===== src/rtl/ps2_rx_if.sv =====
// PS/2 receiver bundle: the raw keyboard lines in, the decoded scan code and
// its status strobes out, plus the receiver state for observation.
//
// Handshake: valid is a one-cycle strobe with no ready. code is only meaningful
// in the cycle valid is high and then holds until the next good frame. err is
// a one-cycle strobe that is never high together with valid.
interface ps2_rx_if;
  logic       ps2_clk;
  logic       ps2_data;
  logic [7:0] code;
  logic       valid;
  logic       err;
  logic       busy;
  logic [1:0] state;

  // Keyboard / stimulus side.
  modport master (
    output ps2_clk, ps2_data,
    input  code, valid, err, busy, state
  );

  // Receiver side.
  modport slave (
    input  ps2_clk, ps2_data,
    output code, valid, err, busy, state
  );
endinterface


===== src/rtl/ps2_rx.sv =====
// PS/2 keyboard frame receiver. Synchronises and deglitches the raw lines,
// shifts in start/8 data/odd parity/stop, and presents each good scan code.
// A stalled frame is abandoned after TIMEOUT_CYCLES without a clock edge.
module ps2_rx #(
  parameter int FILTER_LEN     = 4,
  parameter int TIMEOUT_CYCLES = 50000
) (
  input logic     clk,
  input logic     reset,
  ps2_rx_if.slave bus
);

  localparam int CW = $clog2(TIMEOUT_CYCLES + 1);

  typedef enum logic [1:0] {IDLE, DATA, PARITY, STOP} state_t;

  logic                  clk_s1, clk_s2, data_s1, data_s2;
  logic [FILTER_LEN-1:0] filt_sr;
  logic                  filt_level;
  logic                  fall;
  logic                  timeout;

  state_t        state, state_n;
  logic [2:0]    bit_cnt, bit_cnt_n;
  logic [7:0]    shift, shift_n;
  logic          par, par_n;
  logic [CW-1:0] idle_cnt, idle_cnt_n;
  logic [7:0]    code, code_n;
  logic          valid, valid_n;
  logic          err, err_n;

  // Two-flop synchronisers; idle-high lines so they reset to 1.
  always_ff @(posedge clk) begin
    if (reset) begin
      clk_s1  <= 1'b1;
      clk_s2  <= 1'b1;
      data_s1 <= 1'b1;
      data_s2 <= 1'b1;
    end else begin
      clk_s1  <= bus.ps2_clk;
      clk_s2  <= clk_s1;
      data_s1 <= bus.ps2_data;
      data_s2 <= data_s1;
    end
  end

  // Clock deglitch: the level flips only after FILTER_LEN agreeing samples.
  always_ff @(posedge clk) begin
    if (reset) begin
      filt_sr    <= '1;
      filt_level <= 1'b1;
    end else begin
      filt_sr <= {filt_sr[FILTER_LEN-2:0], clk_s2};
      if (filt_sr == '1)
        filt_level <= 1'b1;
      else if (filt_sr == '0)
        filt_level <= 1'b0;
    end
  end

  // Strobe in the cycle the filtered level is about to drop from 1 to 0.
  assign fall = filt_level && (filt_sr == '0);

  // A clock edge arriving in the same cycle as expiry takes priority.
  assign timeout = (state != IDLE) && !fall && (idle_cnt == CW'(TIMEOUT_CYCLES));

  // Frame sequencing, stall counter and result strobes.
  always_comb begin
    state_n    = state;
    bit_cnt_n  = bit_cnt;
    shift_n    = shift;
    par_n      = par;
    idle_cnt_n = '0;
    code_n     = code;
    valid_n    = 1'b0;
    err_n      = 1'b0;

    if (state != IDLE)
      idle_cnt_n = fall ? '0 : idle_cnt + CW'(1);

    case (state)
      IDLE: begin
        // A high "start" bit is line noise: ignore it silently.
        if (fall && !data_s2) begin
          state_n   = DATA;
          bit_cnt_n = 3'd0;
        end
      end
      DATA: begin
        if (fall) begin
          shift_n   = {data_s2, shift[7:1]};
          bit_cnt_n = bit_cnt + 3'd1;
          if (bit_cnt == 3'd7)
            state_n = PARITY;
        end
      end
      PARITY: begin
        if (fall) begin
          par_n   = data_s2;
          state_n = STOP;
        end
      end
      STOP: begin
        if (fall) begin
          if (data_s2 && (^{shift, par})) begin
            code_n  = shift;
            valid_n = 1'b1;
          end else begin
            err_n = 1'b1;
          end
          state_n = IDLE;
        end
      end
      default: state_n = IDLE;
    endcase

    if (timeout) begin
      state_n    = IDLE;
      err_n      = 1'b1;
      idle_cnt_n = '0;
    end
  end

  // State and datapath registers.
  always_ff @(posedge clk) begin
    if (reset) begin
      state    <= IDLE;
      bit_cnt  <= 3'd0;
      shift    <= 8'h00;
      par      <= 1'b0;
      idle_cnt <= '0;
      code     <= 8'h00;
      valid    <= 1'b0;
      err      <= 1'b0;
    end else begin
      state    <= state_n;
      bit_cnt  <= bit_cnt_n;
      shift    <= shift_n;
      par      <= par_n;
      idle_cnt <= idle_cnt_n;
      code     <= code_n;
      valid    <= valid_n;
      err      <= err_n;
    end
  end

  assign bus.code  = code;
  assign bus.valid = valid;
  assign bus.err   = err;
  assign bus.busy  = (state != IDLE);
  assign bus.state = state;

endmodule

===== src/flat_wrapper.sv =====
// flat-port wrapper written by rule: the top's interface ports become plain ports
module ps2_rx_flat 
#(
  parameter int FILTER_LEN     = 4,
  parameter int TIMEOUT_CYCLES = 50000
)
  (clk, reset, bus_ps2_clk, bus_ps2_data, bus_code, bus_valid, bus_err, bus_busy, bus_state);
  ps2_rx_if bus_i ();
  input logic clk;
  input logic reset;
  input wire logic [$bits(bus_i.ps2_clk)-1:0] bus_ps2_clk;
  input wire logic [$bits(bus_i.ps2_data)-1:0] bus_ps2_data;
  output wire logic [$bits(bus_i.code)-1:0] bus_code;
  output wire logic [$bits(bus_i.valid)-1:0] bus_valid;
  output wire logic [$bits(bus_i.err)-1:0] bus_err;
  output wire logic [$bits(bus_i.busy)-1:0] bus_busy;
  output wire logic [$bits(bus_i.state)-1:0] bus_state;
  assign bus_i.ps2_clk = bus_ps2_clk;
  assign bus_i.ps2_data = bus_ps2_data;
  assign bus_code = bus_i.code;
  assign bus_valid = bus_i.valid;
  assign bus_err = bus_i.err;
  assign bus_busy = bus_i.busy;
  assign bus_state = bus_i.state;
  ps2_rx #(.FILTER_LEN(FILTER_LEN), .TIMEOUT_CYCLES(TIMEOUT_CYCLES)) u_core (.clk(clk), .reset(reset), .bus(bus_i));
endmodule

===== config.mk =====
export PLATFORM = sky130hd
export DESIGN_NAME = ps2_rx_flat
export DESIGN_NICKNAME = d
export VERILOG_FILES = /design/src/rtl/ps2_rx_if.sv /design/src/rtl/ps2_rx.sv /design/src/flat_wrapper.sv
export SDC_FILE = /design/constraint.sdc
export NUM_CORES = 1
export LEC_CHECK = 0
export CAP_MARGIN = 15
export CORE_MARGIN = 10
export CORE_UTILIZATION = 51
export DETAILED_ROUTE_END_ITERATION = 16
export GPL_TIMING_DRIVEN = 0
export PLACE_DENSITY_LB_ADDON = 0.05
export SYNTH_ARGS = -nofsm -noshare
export SYNTH_HDL_FRONTEND = slang
export SYNTH_SLANG_ARGS = --single-unit
export TNS_END_PERCENT = 1

===== constraint.sdc =====
create_clock -name clk -period 1.85 [get_ports clk]
set_input_delay 0.37 -clock clk [delete_from_list [all_inputs] [get_ports clk]]
set_output_delay 0.37 -clock clk [all_outputs]
set_load 0.02 [all_outputs]

==> results by group, run 1 <==
GRT
  – First-pass GRT wire length: 6.55 mm
  – Initial antenna violation count: 0
  – Pin count of the biggest net entering global routing: 16
  – Gr ovfl total: 0
  – Vias in the first global route: around 1400
  – Global-route usage over all layers: 0.110

Placed design
  – Placer Congestion: 0.759
  – IO buf count: 16
  – Dpl hpwl: 2.67 mm
  – Placed Area: 2360 um^2
  – Dpl ws: -105 ps
  – Dpl cells: just under 300

Cells and area
  – Final Non-Filler Cells: 299
  – Final nets: 261
  – Number of fill cells: 379
  – Register area: roughly 980 um^2
  – Finished layout cell area: 2510 um^2
  – Area of the multi-input gates: 1110 um^2
  – Share of layout cells above drive strength 1: 0.137
  – Layout area overhead: 17.6%
  – Antenna Cells: 0

Timing
  – Fin. max-slew vios: 0
  – RSZ-0062 raised after global routing: yes
  – Tmin final: 1810 ps
  – Skew final: 9.89 ps
  – Actual slew at the worst max-slew pin: between 400 and 500 ps
  – Fin worst setup slack: 36.0 ps
  – Final Hold Fails: 0
  – Crit share post-route: 0.981
  – Endpoints failing setup: 0
  – Final TNS setup: 0 ps
  – Fmax: 551 MHz
  – Relative max-transition margin: 0.692

Synthesis
  – Synth Cell Area: about 2100 um^2
  – Number of flops mapped to enable cells by yosys: 0
  – Syn Inst Count: 226
  – YS warnings: 0
  – Synth top area cells: dfxtp_1 46%, mux2i_1 8.4%, ha_1 5.3%, nor2_1 5.1%, nand2_1 4.6%
  – Distinct cell type count after synthesis: 40
  – Primary FF master, synth: dfxtp_1
  – Top post-synthesis cells by count: 49 x dfxtp_1, 29 x nor2_1, 26 x nand2_1
  – Yosys top cell by area: dfxtp_1
  – Avg Inst Size Synth: about 9.5 um^2
  – Synth top area share: 0.459
  – Sequential-to-total area share from yosys stat: 0.459
  – Yosys reg bits: 49
  – Async SR Flop Fraction: 0
  – Most common cell in the netlist: dfxtp_1
  – Syn Nets: 239

Worst setup path
  – CP peak stage delay: between 400 and 500 ps
  – Arrival time worst endpoint: 2020 ps
  – WS Path Type: register to register
  – CP Cell Sequence: xnor2_2 > xnor3_1 > xnor2_1 > and3b_1 > buf_6 > and2_2
  – Worst Path Required: 2060 ps
  – Element type at the critical path end: register
  – Crit-path slowest cell: xnor3_1
  – Peak fanout along the critical path: 9
  – Startpoint Class: register

Floorplanning
  – Core footprint: 4030 um^2
  – Starting density of the core: 0.530
  – Rows: 23
  – Die outline height: 84.7 um
  – # IOs: 17
  – Die area: 7180 um^2
  – Die X: 84.7 um

Routing
  – Via density: 5.10
  – Antenna viol nets, final: 0
  – DRT Pass-1 Iters: 4
  – DR DRC count: 0
  – Via count: 1526
  – WL final: roughly 3.8 mm
  – Routed WL per cell: 12.6 um
  – Iteration-0 DRC Markers: 53

Power
  – Net Sw Frac: 0.235
  – Overall Power: 0.00206 W
  – Power Dens Cells: 818 nW/um^2
  – Clk pwr share: 0.390
  – Pint: 0.00157 W
  – P_sw: 0.000483 W
  – VDD IR max: approximately 500 uV
  – Part of the power in registers: 0.526
  – Leakage power: 0.962 nW
  – Comb pwr share: 0.084

CTS
  – CTS buffer count: 5
  – CTS tree: built
  – Clk buf depth: 2
  – Clock sink count: 49
  – Post-CTS Setup Inserts: 0
  – CTS root buffer: clkbuf_8
  – Clock edge transition at the registers on the reported setup and hold paths: 90 ps
  – Clock Latency Late Sink: about 310 ps
  – H-Tree Depth: 2

Worst hold path
  – Hold crit path type: register to register

Outcome
  – Status: completed

Flow run
  – Max-Cap Viols: 0
-- layout by cell type, fill, tap and decap left out, drive strengths merged, types with 3 or more instances in the layout --
master and instances:
inv 7, ha 9, xor2 9, or2 8
nand2 26, nor2 29, clkbuf 10, xnor2 11
mux2i 18, clkdlybuf4s50 15, dfxtp 49, o21ai 4
a21oi 3, nand3 7, nor3 5, buf 4
and3 4, nand4 4
-- per-layer routing --
| metal | up-vias | wire length (um) | track usage |
|---|---|---|---|
| li1 | 805 | - | - |
| met1 | 689 | 1880 | 0.140 |
| met2 | 26 | 1620 | 0.159 |
| met3 | 6 | 196 | 0.0435 |
| met4 | 0 | 66 | 0.0494 |
| met5 | - | 0 | 0 |
-- cell families after synthesis --
logic type | Yosys count | share of synthesized area
AO/OA/AOI/OAI | 15 | 0.0468
AND/OR/NAND/NOR | 98 | 0.231
XOR/XNOR | 21 | 0.0925
flip-flops | 49 | 0.459
adder cells (fa/ha/maj) | 9 | 0.0527
multiplexers | 18 | 0.0843
buffers and inverters | 16 | 0.0334
-- final cells by class --
cell class,instances,share of cell area
repair buffers,16,0.0617
well taps,50,0.0249
clock inverters,2,0.0149
clock buffers,6,0.0329
multi-input cells,161,0.444
plain buffers,7,0.0184
flip-flops and latches,49,0.392
inverters,8,0.0119
-- metrics by stage --
| stage | hold slack, ps | util |
|---|---|---|
| 2_1_floorplan | 389 | - |
| 3_3_place_gp | 392 | 0.586 |
| 3_5_place_dp | 395 | 0.586 |
| 4_1_cts | 415 | 0.619 |
| 5_1_grt | 439 | 0.624 |
| 6_report | 414 | 0.624 |
-- flip-flops by register name, summed over array words and instances (netlist names) --
register and cells:
u_core.bit_cnt 3, u_core.bus.code 8, u_core.bus.err 1, u_core.bus.state 2, u_core.bus.valid 1, u_core.clk_s1 1, u_core.clk_s2 1, u_core.data_s1 1
u_core.data_s2 1, u_core.filt_level 1, u_core.filt_sr 4, u_core.idle_cnt 16, u_core.par 1, u_core.shift 8
-- critical path: cells and delay by family (launching register included) --
| kind | cells | cell delay, ps |
|---|---|---|
| simple gates | 2 | 390 |
| flops | 1 | 360 |
| buf+inv | 1 | 150 |
| xor+xnor | 3 | 810 |
-- power groups by stage --
stage	combinational [W]	clock, W	sequential (W)
3_5_place_dp	0.000168	0	0.00111
3_3_place_gp	0.000166	0	0.00111
5_1_grt	0.000190	0.000864	0.00108
6_report	0.000172	0.000803	0.00108
2_1_floorplan	0.000101	0	0.00111
4_1_cts	0.000168	0.000821	0.00108
-- worst paths after layout --
kind / cells after the start / to / start / slack (ps)
max reg2reg: 6 / u_core.bus.valid$_SDFF_PP0_ / u_core.shift[3]$_SDFFE_PP0P_ / 40
min: 1 / u_core.clk_s2$_SDFF_PP1_ / u_core.clk_s1$_SDFF_PP1_ / 410
max: 6 / u_core.bus.valid$_SDFF_PP0_ / u_core.shift[3]$_SDFFE_PP0P_ / 40
min reg2reg: 1 / u_core.clk_s2$_SDFF_PP1_ / u_core.clk_s1$_SDFF_PP1_ / 410
-- repair_timing --
| action | in CTS | in global routing |
|---|---|---|
| hold buffers | 0 | 0 |
| resized for setup | 7 | 8 |
| pin swaps | 1 | 1 |
| hold endpoints to repair | 0 | 0 |
| endpoints found under the setup margin | 26 | 21 |
Power figures use the tool's default switching activity.
==> run 2: changes to the inputs <==
--- a/config.mk
+++ b/config.mk
@@ -11,5 +11,5 @@
 export DETAILED_ROUTE_END_ITERATION = 16
 export GPL_TIMING_DRIVEN = 0
-export PLACE_DENSITY_LB_ADDON = 0.05
+export PLACE_DENSITY_LB_ADDON = 0.2
 export SYNTH_ARGS = -nofsm -noshare
 export SYNTH_HDL_FRONTEND = slang
==> constraint.sdc (replaced) <==
create_clock -name clk -period 1.85 [get_ports clk]
set_input_delay 0.37 -clock clk [delete_from_list [all_inputs] [get_ports clk]]
set_output_delay 0.37 -clock clk [all_outputs]
set_load 0.005 [all_outputs]
==> results by group, run 2 (synthesis results as in run 1) <==
Routing
  – DRT Pass-1 Iters: 4 (unchanged)
  – Iteration-0 DRC Markers: 61 (+15%)
  – Via density: 5.10 (about the same)
  – WL final: 3.66 mm (-2.5%)
  – Via count: 1530 (+0.26%)
  – Routed WL per cell: 12.2 um (-2.9%)
  – Antenna viol nets, final: 0 (unchanged)
  – DR DRC count: 0 (unchanged)

Timing
  – Fmax: 553 MHz (+0.35%)
  – Endpoints failing setup: 0 (unchanged)
  – Fin. max-slew vios: 0 (unchanged)
  – Skew final: 6.45 ps (-3.44 ps)
  – Final Hold Fails: 0 (unchanged)
  – Tmin final: 1810 ps (-6.25 ps)
  – Relative max-transition margin: 0.718 (+0.0257)
  – Crit share post-route: 0.977 (-0.00338)
  – Actual slew at the worst max-slew pin: 423 ps (-38.6 ps)
  – Fin worst setup slack: 42.3 ps (+6.25 ps)
  – RSZ-0062 raised after global routing: yes

Cells and area
  – Final nets: 262 (+0.38%)
  – Biggest register: u_core.idle_cnt
  – Finished layout cell area: 2490 um^2 (-0.75%)
  – Layout area overhead: 16.7%
  – Commonest non-fill, non-tap cell in the layout: dfxtp_1
  – Number of fill cells: 366 (-3.4%)
  – Number of flip-flops under the largest register name: 16 (unchanged)
  – Commonest non-fill, non-tap cells in the layout: 45 x dfxtp_1, 29 x nor2_1, 24 x nand2_1
  – Largest registers: u_core.idle_cnt: 16 flops, u_core.bus.code: 8 flops, u_core.shift: 8 flops
  – Share of layout cells above drive strength 1: 0.140 (+0.00345)
  – Antenna Cells: 0 (unchanged)

GRT
  – Initial antenna violation count: 0 (unchanged)
  – Pin count of the biggest net entering global routing: 15 (-1)
  – First-pass GRT wire length: 6.71 mm (+2.5%)
  – Vias in the first global route: 1521 (+8.7%)
  – Global-route usage over all layers: 0.111 (+0.000831)
  – Gr ovfl total: 0 (unchanged)

Power
  – Power Dens Cells: 743 nW/um^2 (-9.2%)
  – Leakage power: 0.967 nW (+0.52%)
  – Overall Power: 0.00185 W (-9.9%)
  – VDD IR max: 548 uV (+10%)

Floorplanning
  – Rows: 23 (unchanged)
  – # IOs: 17 (unchanged)
  – Die X: 84.7 um (unchanged)
  – Die outline height: 84.7 um (unchanged)
  – Die area: 7180 um^2 (unchanged)
  – Core footprint: 4030 um^2 (unchanged)
  – Starting density of the core: 0.530 (unchanged)

CTS
  – Clock sink count: 49 (unchanged)
  – CTS buffer count: 5 (unchanged)
  – Hold_buf cts: 0 (unchanged)
  – H-Tree Depth: 2 (unchanged)
  – CTS tree: built
  – Clock Latency Late Sink: 300 ps (about the same)
  – CTS root buffer: clkbuf_8
  – Clock edge transition at the registers on the reported setup and hold paths: 90 ps (about the same)
  – Clk buf depth: 2 (unchanged)

Worst setup path
  – Worst r2r src: u_core.shift[2]$_SDFFE_PP0P_
  – Critical path's top delay family: XOR/XNOR gates
  – CP Cell Sequence: xor2_1 > xnor3_1 > xnor2_2 > and3b_1 > buf_6 > and2_2
  – Crit-path slowest cell: xnor3_1
  – R2r setup slk: 40 ps (about the same)
  – WP depth: 6 (unchanged)
  – WS Path Type: register to register
  – CP Buf/Inv Count: 1 (unchanged)
  – Setup crit end: u_core.bus.valid$_SDFF_PP0_
  – Startpoint Class: register
  – Peak fanout along the critical path: 9 (unchanged)
  – Register-to-Register Path Depth: 6 (unchanged)
  – Crit path launch: u_core.shift[2]$_SDFFE_PP0P_
  – CP peak stage delay: 470 ps (+30 ps)
  – Worst Path Required: 2050 ps (about the same)
  – Arrival time worst endpoint: 2010 ps (about the same)
  – Element type at the critical path end: register
  – RR Endpoint: u_core.bus.valid$_SDFF_PP0_

Placed design
  – IO buf count: 16 (unchanged)
  – Placed Area: 2360 um^2 (unchanged)
  – Dpl hpwl: 2.68 mm (+0.35%)
  – Placer Congestion: 0.796 (+4.9%)
  – Dpl ws: -106 ps (-0.422 ps)

Worst hold path
  – Hold crit path type: register to register
  – WHS Path Cells: 1 (unchanged)

Outcome
  – Status: completed

Flow run
  – Max-Cap Viols: 0 (unchanged)
## run 2: worst register-to-register path, stage by stage (launching register included)
cell and delay (ps):
dfxtp_4 370, xor2_1 170, xnor3_1 470, xnor2_2 160
and3b_1 200, buf_6 140, and2_2 190
## run 2: metal layers
layer  GRT usage  up-vias  part of all wire
li1            -      804                 -
met1       0.131      694              0.49
met2       0.174       26              0.45
met3      0.0415        6             0.049
met4      0.0464        0             0.016
met5           0        -                 0
## run 2: where the power goes
part           switching, W  leakage, nW  total [W]  internal [W]
Clock              0.000339       0.0450   0.000601      0.000262
Sequential        0.0000146        0.399    0.00108       0.00107
Combinational     0.0000941        0.523   0.000168     0.0000741
## run 2: worst min-delay path by stage
stage | from | end | slack, ps
2_1_floorplan | u_core.clk_s1$_SDFF_PP1_ | u_core.clk_s2$_SDFF_PP1_ | 390
3_3_place_gp | u_core.clk_s1$_SDFF_PP1_ | u_core.clk_s2$_SDFF_PP1_ | 390
3_5_place_dp | u_core.data_s1$_SDFF_PP1_ | u_core.data_s2$_SDFF_PP1_ | 390
4_1_cts | u_core.data_s1$_SDFF_PP1_ | u_core.data_s2$_SDFF_PP1_ | 410
5_1_grt | u_core.data_s1$_SDFF_PP1_ | u_core.data_s2$_SDFF_PP1_ | 420
6_report | u_core.data_s1$_SDFF_PP1_ | u_core.data_s2$_SDFF_PP1_ | 410
## run 2: area by class of cell
| type | count | area [um^2] | share of cell area |
|---|---|---|---|
| repair buffers | 17 | 166 | 0.0667 |
| well taps | 50 | 62.6 | 0.0251 |
| multi-input cells | 161 | 1120 | 0.449 |
| flip-flops and latches | 49 | 991 | 0.397 |
| clock inverters | 2 | 10.0 | 0.00401 |
| inverters | 8 | 30.0 | 0.0120 |
| clock buffers | 6 | 72.6 | 0.0291 |
| plain buffers | 7 | 42.5 | 0.0171 |
## run 2: what timing repair did
item	in CTS	in global routing
buffers inserted	1	0
pin swaps	2	1
endpoints found under the setup margin	5	21
resized for setup	11	7
## run 2: through the flow
stage,hold WS (ps),std cells,setup TNS (ps),utilization
after floorplan,389,226,0,-
after global placement,392,292,-545,0.586
after detailed placement,394,292,-619,0.586
after CTS,414,300,0,0.615
after global routing,418,300,-239,0.619
final,412,300,0,0.619
